### config.mk
export PLATFORM = sky130hd
export DESIGN_NAME = sdram_arbiter
export DESIGN_NICKNAME = d
export VERILOG_FILES = /design/src/rtl/sdram_arb_pkg.sv /design/src/rtl/sdram_arb_pick.sv /design/src/rtl/sdram_arbiter.sv
export SDC_FILE = /design/constraint.sdc
export NUM_CORES = 1
export LEC_CHECK = 0
export CAP_MARGIN = 20
export CORE_UTILIZATION = 39
export CTS_CLUSTER_DIAMETER = 40
export DETAILED_ROUTE_END_ITERATION = 12
export GPL_ROUTABILITY_DRIVEN = 0
export PLACE_DENSITY = 0.92
export RECOVER_POWER = 50
export SLEW_MARGIN = 20
export SYNTH_ARGS = -nofsm -noshare
export SYNTH_HDL_FRONTEND = slang
export SYNTH_SLANG_ARGS = --single-unit
### constraint.sdc
create_clock -name clk -period 4 [get_ports clk]
set_clock_uncertainty 0.15 [all_clocks]
set_input_delay 0.4 -clock clk [delete_from_list [all_inputs] [get_ports clk]]
set_output_delay 0.4 -clock clk [all_outputs]
set_load 0.03 [all_outputs]
### src/rtl/sdram_arb_pkg.sv
// Shared types and constants for the SDRAM port arbiter.
package sdram_arb_pkg;

    localparam int DATA_BITS = 16;

    typedef enum logic {
        IDLE = 1'b0,
        WAIT = 1'b1
    } arb_state_t;

endpackage

### src/rtl/sdram_arb_pick.sv
// Combinational winner select for the SDRAM arbiter.
// Fixed mode: lowest pending index wins.
// Rotate mode: search starts at ptr+1 (mod NUM_CH) and wraps.
module sdram_arb_pick #(
    parameter int  NUM_CH = 3,
    parameter bit  ROTATE = 1'b0,
    localparam int GW     = (NUM_CH > 1) ? $clog2(NUM_CH) : 1
) (
    input  logic [NUM_CH-1:0] pending,
    input  logic [GW-1:0]     ptr,
    output logic              valid,
    output logic [GW-1:0]     idx
);

    logic [GW-1:0] cand;

    // Scan from the least to the most preferred slot so the preferred hit is written last.
    always_comb begin
        // NOTE: every variable gets a default first so no path leaves it unassigned (no latch).
        valid = |pending;
        idx   = '0;
        cand  = '0;
        if (ROTATE) begin
            for (int k = NUM_CH; k >= 1; k--) begin
                cand = GW'((int'(ptr) + k) % NUM_CH);
                if (pending[cand]) idx = cand;
            end
        end else begin
            for (int i = NUM_CH - 1; i >= 0; i--) begin
                if (pending[i]) idx = GW'(i);
            end
        end
    end

endmodule

### src/rtl/sdram_arbiter.sv
// Serialises toggle-handshake requests from several requesters onto one
// SDRAM controller port and returns read data per channel.
// Optional build macro SDRAM_ARB_ROUND_ROBIN_EN selects rotating priority
// (last-served pointer); undefined gives fixed priority, channel 0 first.
module sdram_arbiter
    import sdram_arb_pkg::*;
#(
    parameter int  ADDR_BITS = 23,
    parameter int  NUM_CH    = 3,
    localparam int GW        = (NUM_CH > 1) ? $clog2(NUM_CH) : 1
) (
    input  logic                                clk,
    input  logic                                rst,
    input  logic [NUM_CH-1:0]                   ch_req,
    output logic [NUM_CH-1:0]                   ch_ack,
    input  logic [NUM_CH-1:0]                   ch_we,
    input  logic [NUM_CH-1:0][ADDR_BITS-1:0]    ch_address,
    input  logic [NUM_CH-1:0][DATA_BITS-1:0]    ch_data_write,
    output logic [NUM_CH-1:0][DATA_BITS-1:0]    ch_data_read,
    output logic                                mem_req,
    input  logic                                mem_ack,
    output logic                                mem_we,
    output logic [ADDR_BITS-1:0]                mem_address,
    output logic [DATA_BITS-1:0]                mem_data_write,
    input  logic [DATA_BITS-1:0]                mem_data_read,
    output logic [GW-1:0]                       grant,
    output logic                                busy
);

    arb_state_t          state, state_d;
    logic [NUM_CH-1:0]   pending;
    logic                win_valid;
    logic [GW-1:0]       win_idx;
    logic [GW-1:0]       rr_ptr;
    logic                issue;
    logic                complete;

    assign pending = ch_req ^ ch_ack;
    assign busy    = (state == WAIT);

`ifdef SDRAM_ARB_ROUND_ROBIN_EN
    localparam bit ROTATE = 1'b1;

    // Last-served pointer; the next search begins just after it.
    always_ff @(posedge clk) begin
        if (rst)        rr_ptr <= '0;
        else if (issue) rr_ptr <= win_idx;
    end
`else
    localparam bit ROTATE = 1'b0;

    assign rr_ptr = '0;
`endif

    sdram_arb_pick #(
        .NUM_CH (NUM_CH),
        .ROTATE (ROTATE)
    ) u_pick (
        .pending (pending),
        .ptr     (rr_ptr),
        .valid   (win_valid),
        .idx     (win_idx)
    );

    // State register.
    always_ff @(posedge clk) begin
        // NOTE: sequential state uses non-blocking assignments so every register samples pre-edge values.
        if (rst) state <= IDLE;
        else     state <= state_d;
    end

    // Next state plus one-cycle issue/complete strobes.
    always_comb begin
        state_d  = state;
        issue    = 1'b0;
        complete = 1'b0;
        case (state)
            IDLE: begin
                if (win_valid) begin
                    issue   = 1'b1;
                    state_d = WAIT;
                end
            end
            WAIT: begin
                if (mem_req == mem_ack) begin
                    complete = 1'b1;
                    state_d  = IDLE;
                end
            end
            default: state_d = IDLE;
        endcase
    end

    // Memory-side request, per-channel acknowledge and read-data registers.
    always_ff @(posedge clk) begin
        if (rst) begin
            // NOTE: ch_data_read is a small register bank, not a RAM, so it is safe to reset.
            ch_ack         <= '0;
            ch_data_read   <= '0;
            mem_req        <= 1'b0;
            mem_we         <= 1'b0;
            mem_address    <= '0;
            mem_data_write <= '0;
            grant          <= '0;
        end else begin
            if (issue) begin
                mem_req        <= ~mem_req;
                mem_we         <= ch_we[win_idx];
                mem_address    <= ch_address[win_idx];
                mem_data_write <= ch_data_write[win_idx];
                grant          <= win_idx;
            end
            if (complete) begin
                // mem_we still holds this transaction's direction.
                if (!mem_we) ch_data_read[grant] <= mem_data_read;
                ch_ack[grant] <= ~ch_ack[grant];
            end
        end
    end

endmodule

==> impl_metrics.toml, run 1 <==
[run_status]
status = "finished clean"

[clock_tree]
clk_latency_ns = 0.35
cts_tree = "built"
cts-root-buf = "clkbuf_8"
clockBufferDepth = 2
htreeDepth = 3
cts_resized = 0
clock_sinks = 95
ctsHoldBuffers = 0
post_cts_buffers = 0
clkTransAtPathRegs_ns = 0.09
cts_buffers = 9

[sta]
fin_ws_ns = 0.954
period_share_pct = 76.1
tightest_slew_ns = 1.21
fin_setup_tns_ns = 0
rsz0062_at_grt = "false"
hold_viol_final = 0
clock.fmax_mhz = 328
slew_headroom_pct = 19.1
setup_viol = 0
final_max_slew_viol_count = 0
fin_crit_ns = 3.05

[synth]
synth-edff-count = 0
synth_nets = 519
synthTopCellsByCount = "dfxtp_1, mux2i_1, nor2_1"
yosys.cell_types.count = 30
ys.warnings.count = 0
ys_ff_latch = 95
yosysSeqAreaShare_pct = 46.1
async_reset_ff_share_pct = 0
synth_top_area_share_pct = 46.1
synth_area_leaders = "dfxtp_1, mux2i_1, o22ai_1"
synth.most_common_cell = "dfxtp_1"
synth.avg_cell_area_um2 = 11.0
syn_inst = 377
netlist_area_um2 = 4130
yosysTopAreaCell = "dfxtp_1"
ys.flop_type = "dfxtp_1"

[global_routing]
grt_max_degree = 96
grt_pass1_wl_um = 19500
grt_util_all_layers_pct = 22.3
grt_antenna_before_repair = 0
first_global_vias = 3958
grt.overflow.total = 0

[routing]
dr_wl_met3_um = 1030
wl_per_cell_um = 16.9
antenna_left = 0
drtIter0Drc = 190
firstDrtPassIters = 4
vias = 3809
maxUsedRoutingLayer = "met4"
drc_errors = 0
viasPerCell = 5.17
met2_wirelength_um = 6190
wl_um = 12500
drt-met1-wl_um = 5020

[critical_path]
crit_fanout = 16
r2r_cells = 4
startpoint_type = "input pin"
cp-end-kind = "register"
r2r_start = "mem_req$_SDFFE_PP0P_"
required_ns = 4.06
critPathArrivalTime_ns = 3.10
r2r_setup_slack_ns = 1.19
rr_endpoint = "ch_data_read[43]$_SDFFE_PP0P_"
worstSetupPathType = "in -> reg"

[pwr]
power_density_nw_per_um2 = 416
seqPwrFrac_pct = 40.9
pwr-share-comb_pct = 38.3
p_leak_uw = 0.00305
switching_share_pct = 35.3
power.share.clock_pct = 20.8
ir_worst_vdd_mv = 0.228
p_switching_uw = 973
internal-power_uw = 1780

[die]
dieArea_um2 = 11000
ios = 237
num_rows = 37
die_y_um = 105
core_area_um2 = 10300
die_w_um = 105
start_util_pct = 40.2

[hold_path]
hold_path.class = "reg -> reg"
min_from = "ch_data_read[42]$_SDFFE_PP0P_"
hold_end = "ch_data_read[42]$_SDFFE_PP0P_"
hold-path-cell-count = 2

[finish]
seq_area_um2 = 1900
diodes = 0
multi_input_area_um2 = 1950
fillers = 823
nets = 738
area_growth_pct = 60.2
drive_gt1_share_pct = 6.99

[place]
preCtsSetupSlack_ns = 1.31
dpl.hpwl_um = 8950
numPortBuffers = 236

[flow_run]
maxCapViolations = 0
## state kept, by name, summed over array words and instances, names as in the netlist
register	cells
ch_data_read	48
mem_address	23
mem_data_write	16
ch_ack	3
grant	2
busy	1
mem_req	1
mem_we	1
## critical path, cell delays in order
cell and delay, ns:
dlygate4sd3_1 0.55, xnor2_1 0.67, nand3_1 0.99, mux2i_1 0.41, nor2_1 0.07
## metrics by stage
stage / power (uW) / utilization [%] / std cells / area [um^2] / hold WS, ns
after global routing: 2890 / 64.4 / 737 / 6620 / 0.389
after floorplan: 1820 / - / 377 / 4130 / 0.394
after global placement: 2220 / 63.0 / 720 / 6480 / 0.324
after CTS: 2830 / 64.7 / 736 / 6650 / 0.356
final: 2760 / 64.4 / 737 / 6620 / 0.347
after detailed placement: 2250 / 63.0 / 720 / 6480 / 0.334
## power groups by stage
stage / clock network [uW] / logic, uW / registers, uW
2_1_floorplan: 0 / 467 / 1360
3_3_place_gp: 0 / 1070 / 1150
3_5_place_dp: 0 / 1090 / 1160
4_1_cts: 596 / 1090 / 1140
5_1_grt: 632 / 1120 / 1140
6_report: 572 / 1060 / 1130
## worst max-delay path by stage
stage	start	to	slack, ns	depth (start not counted)
floorplan	ch_ack[1]$_SDFFE_PP0P_	mem_address[15]$_SDFFE_PP0P_	2.23	6
global placement	ch_req[1]	mem_data_write[13]$_SDFFE_PP0P_	1.38	5
detailed placement	ch_req[1]	mem_address[10]$_SDFFE_PP0P_	1.31	5
CTS	busy$_SDFF_PP0_	busy	1.51	1
global route	mem_ack	ch_data_read[43]$_SDFFE_PP0P_	0.75	5
finish	mem_ack	ch_data_read[43]$_SDFFE_PP0P_	0.95	5
## placed cells by master, fill, tap and decap left out
master,count
nor4b_1,1
nor2_1,55
clkbuf_8,10
inv_6,1
nand2b_2,1
a31oi_1,1
o22ai_1,40
buf_12,2
nor3_1,1
nor3b_1,1
inv_1,2
clkinv_2,3
dlygate4sd3_1,74
clkbuf_1,1
clkinvlp_4,1
xnor2_2,2
mux2i_1,88
nor2_2,1
clkdlybuf4s50_1,161
mux2_2,1
nand4b_1,1
nand3_1,1
dfxtp_1,95
and2_1,1
nand4_4,2
xnor2_1,4
a21oi_1,1
xor2_1,3
a211oi_1,25
nand4_1,2
a221oi_1,1
buf_4,3
a211oi_2,15
## kinds of logic (layout without fill, tap and decap cells)
kind of cell           Yosys count  after routing  share of synthesized area (%)
XOR/XNOR                         9              9                           2.73
AO/OA/AOI/OAI                   83             83                           16.0
multiplexers                    89             89                           21.6
buffers and inverters           34            258                           5.67
flip-flops                      95             95                           46.1
AND/OR/NAND/NOR                 67             67                           7.94
## layout make-up
type | instances | area share [%]
multi-input combinational | 248 | 29.5
timing repair buffer | 240 | 36.5
clock buffer | 11 | 2.14
sequential | 95 | 28.7
clock inverter | 5 | 0.473
tap | 136 | 2.57
inverter | 2 | 0.113
## layer usage
| metal | vias up | track usage (%) |
|---|---|---|
| met5 | - | 0 |
| met4 | 0 | 8.25 |
| met3 | 21 | 7.17 |
| met2 | 165 | 39.5 |
| met1 | 1789 | 24.9 |
| li1 | 1834 | - |
No activity file was read; power rests on OpenSTA's default activity.
==> run 2, diff against run 1 <==
- CORE_UTILIZATION: 39 -> 38
- PLACE_DENSITY: 0.92 -> 0.9
- clock period: 4 -> 3.18 ns (I/O delays scaled with it)
==> impl_metrics.toml, run 2 (same netlist as run 1, synthesis figures left out) <==
[sta]
final_max_slew_viol_count = 0
period_share_pct = 77.6
hold_viol_final = 0
holdWs_ns = 0.349
tightest_slew_ns = 1.09
fin_ws_ns = 0.711
clock.fmax_mhz = 405
fin_setup_tns_ns = 0
slew_headroom_pct = 27.4
fin_crit_ns = 2.47
rsz0062_at_grt = "false"
setup_viol = 0

[routing]
firstDrtPassIters = 5
drtIter0Drc = 147
wl_um = 12800
drc_errors = 0
wl_per_cell_um = 17.3
vias = 3834
viasPerCell = 5.20
antenna_left = 0

[finish]
fillers = 821
area_growth_pct = 62.2
reg_top3 = "ch_data_read: 48 flops, mem_address: 23 flops, mem_data_write: 16 flops"
regMostFlops = "ch_data_read"
largest_reg_flops = 48
drive_gt1_share_pct = 7.32
diodes = 0
nets = 739
multi_input_area_um2 = 1980
final_cell_mix = "clkdlybuf4s50_1, dfxtp_1, mux2i_1"
seq_area_um2 = 1900
mostFrequentLayoutCell = "clkdlybuf4s50_1"

[global_routing]
grt_antenna_before_repair = 0
grt_pass1_wl_um = 19600
grt_util_all_layers_pct = 22.3
grt_max_degree = 96
grt.overflow.total = 0
first_global_vias = 3999

[critical_path]
crit_fanout = 16
startpoint_type = "input pin"
required_ns = 3.23
cpPeakStageDelay_ns = 0.83
cp-end-kind = "register"
r2r_start = "busy$_SDFF_PP0_"
crit_buf_inv = 1
path_cells = "clkdlybuf4s50_1 > xnor2_4 > nand3_1 > mux2i_1 > nor2_1"
critPathArrivalTime_ns = 2.51
cpLargestDelayFamily = "simple AND/OR/NAND/NOR gates"
worstSetupPathType = "in -> reg"
cp-startpoint = "mem_ack"
critPathSlowestCell = "nand3_1"

[clock_tree]
clkTransAtPathRegs_ns = 0.09
clock_sinks = 95
post_cts_buffers = 0
ctsHoldBuffers = 0
htreeDepth = 3
cts_buffers = 9
clockBufferDepth = 2
cts-root-buf = "clkbuf_8"
clk_latency_ns = 0.35
cts_resized = 0
cts_tree = "built"

[die]
dieArea_um2 = 11300
ios = 237
die_y_um = 106
num_rows = 37
start_util_pct = 39.6
core_area_um2 = 10400
die_w_um = 106

[flow_run]
maxCapViolations = 0

[place]
dpl.hpwl_um = 9360
numPortBuffers = 236
preCtsSetupSlack_ns = 0.663

[pwr]
p_leak_uw = 0.00312
power_density_nw_per_um2 = 534
ir_worst_vdd_mv = 0.294

[hold_path]
min_from = "ch_data_read[33]$_SDFFE_PP0P_"
hold_path.class = "reg -> reg"

[run_status]
status = "finished clean"
==> run 2: tightest hold or removal path: stages (launching register included) <==
cell     delay, ns
dfxtp_1       0.33
mux2i_1       0.06
nor2_1        0.07
==> run 2: power by group <==
group / switching (uW) / internal [uW] / total, uW
Sequential: 93.8 / 1330 / 1420
Combinational: 729 / 614 / 1340
Clock: 406 / 402 / 808
Total: 1230 / 2350 / 3570
==> run 2: layout make-up <==
class / instances / area share [%]
Clock buffer: 12 / 2.32
Clock inverter: 3 / 0.635
Inverter: 2 / 0.112
Multi-Input combinational cell: 248 / 29.6
Sequential cell: 95 / 28.4
Tap cell: 136 / 2.54
Timing Repair Buffer: 241 / 36.4
==> run 2: worst paths after layout <==
kind | endpoint | slack (ns) | cells after the start
worst max register to register | ch_data_read[41]$_SDFFE_PP0P_ | 0.75 | 3
worst min-delay path | ch_data_read[33]$_SDFFE_PP0P_ | 0.35 | 2
worst min register to register | ch_data_read[33]$_SDFFE_PP0P_ | 0.35 | 2
worst max-delay path | ch_data_read[41]$_SDFFE_PP0P_ | 0.71 | 5
==> run 2: stage by stage <==
stage / total power, uW / util (%) / std cells / instance area [um^2]
after floorplan: 2290 / - / 377 / 4130
after global placement: 2810 / 62.6 / 722 / 6520
after detailed placement: 2850 / 62.6 / 722 / 6520
after CTS: 3660 / 64.5 / 737 / 6720
after global routing: 3740 / 64.3 / 737 / 6700
final: 3570 / 64.3 / 737 / 6700
==> run 2: routing by layer <==
layer	vias up	global-route usage (%)	part of all wire (%)
met5	-	0	0
met4	0	9.62	2.1
met3	22	8.22	10
met2	173	40.1	50
met1	1805	23.1	38
li1	1834	-	-
==> run 3, diff against run 2 <==
- clock period: 3.18 -> 2.3 ns (I/O delays scaled with it)
==> impl_metrics.toml, run 3 (same netlist as run 1, synthesis figures left out) <==
[run_status]
status = "finished clean"

[finish]
mostFrequentLayoutCell = "clkdlybuf4s50_1"
fillers = 823
final_cells = 745
regMostFlops = "ch_data_read"
largest_reg_flops = 48
nets = 746
diodes = 0
area_growth_pct = 63.5
multi_input_area_um2 = 1980
final_cell_mix = "clkdlybuf4s50_1, dfxtp_1, mux2i_1"
reg_top3 = "ch_data_read: 48 flops, mem_address: 23 flops, mem_data_write: 16 flops"
seq_area_um2 = 1900
drive_gt1_share_pct = 8.37

[sta]
clock.fmax_mhz = 499
holdWs_ns = 0.160
fin_ws_ns = 0.296
period_share_pct = 87.1
setup_viol = 0
fin_crit_ns = 2.00
slew_headroom_pct = 56.8
rsz0062_at_grt = "false"
hold_viol_final = 0
tightest_slew_ns = 0.645
fin_setup_tns_ns = 0
final_max_slew_viol_count = 0

[hold_path]
min_from = "rst"
hold_path.class = "in -> reg"

[critical_path]
startpoint_type = "register"
required_ns = 2.44
crit_fanout = 9
cp-end-kind = "register"
critPathArrivalTime_ns = 2.14
critPathSlowestCell = "a31oi_1"
path_cells = "xnor2_2 > a31oi_1 > clkbuf_2 > o22ai_1 > a211oi_2"
worstSetupPathType = "reg -> reg"
cpPeakStageDelay_ns = 0.56
cp-startpoint = "ch_ack[1]$_SDFFE_PP0P_"
r2r_start = "ch_ack[1]$_SDFFE_PP0P_"

[clock_tree]
ctsHoldBuffers = 0
cts_resized = 0
cts_buffers = 9
cts_tree = "built"
clock_sinks = 95
clk_latency_ns = 0.36
clkTransAtPathRegs_ns = 0.09
clockBufferDepth = 2
cts-root-buf = "clkbuf_8"
post_cts_buffers = 0
htreeDepth = 3

[place]
numPortBuffers = 236
placedCellCount = 729
preCtsSetupSlack_ns = 0.227
dpl.hpwl_um = 9490

[routing]
firstDrtPassIters = 6
antenna_left = 0
viasPerCell = 5.16
drc_errors = 0
drtIter0Drc = 153
wl_um = 12800
vias = 3843
wl_per_cell_um = 17.2

[pwr]
ir_worst_vdd_mv = 0.445
internal-power_uw = 3270
power.share.clock_pct = 22.5
pwr-share-comb_pct = 38.3
power_density_nw_per_um2 = 740
seqPwrFrac_pct = 39.2
p_switching_uw = 1730
switching_share_pct = 34.6
p_leak_uw = 0.00304

[global_routing]
grt_max_degree = 58
grt_pass1_wl_um = 20100
grt.overflow.total = 0
grt_antenna_before_repair = 0
grt_util_all_layers_pct = 22.9
first_global_vias = 4030

[die]
ios = 237
die_w_um = 106
die_y_um = 106
start_util_pct = 39.6
num_rows = 37
core_area_um2 = 10400
dieArea_um2 = 11300

[flow_run]
maxCapViolations = 0
## run 3: worst max-delay path: cells and delay by family (launching register included)
family                    cells  cell delay [ns]
AOI/OAI and AO/OA             3             0.90
DFF                           1             0.42
buffers and inverters         1             0.35
xor gates and xnor gates      1             0.12
## run 3: metrics by stage
step	area [um^2]	total power, uW	utilization [%]
after CTS	6780	5100	65.1
after floorplan	4130	3170	-
after global routing	6750	5230	64.8
after detailed placement	6580	3970	63.2
after global placement	6580	3930	63.2
final	6750	5000	64.8
## run 3: cell type report
class / count / share of cell area (%)
clock buffers: 12 / 2.15
clock inverters: 4 / 0.797
inverters: 2 / 0.111
multi-input cells: 248 / 29.3
flip-flops and latches: 95 / 28.2
well taps: 136 / 2.52
repair buffers: 248 / 36.9
## run 3: power groups by stage
stage	combinational, uW	sequential, uW	clock, uW
floorplan	812	2360	0
global placement	1940	1990	0
detailed placement	1970	2000	0
CTS	1980	1960	1160
global route	2030	1980	1220
finish	1920	1960	1120
## run 3: path summary, 6_finish.rpt
| path | cells after the start | endpoint | slack, ns |
|---|---|---|---|
| worst min-delay path | 2 | ch_data_read[34]$_SDFFE_PP0P_ | 0.16 |
| worst max-delay path | 5 | mem_address[16]$_SDFFE_PP0P_ | 0.30 |
| worst max register to register | 5 | mem_address[16]$_SDFFE_PP0P_ | 0.30 |
| worst min register to register | 2 | ch_data_read[30]$_SDFFE_PP0P_ | 0.35 |
## run 3: layer usage
metal / share of wire (%) / vias up / track usage [%]
met5: 0 / - / 0
met1: 38 / 1799 / 24.8
met3: 11 / 19 / 7.79
met2: 49 / 182 / 40.4
met4: 1.8 / 0 / 9.62
li1: - / 1843 / -
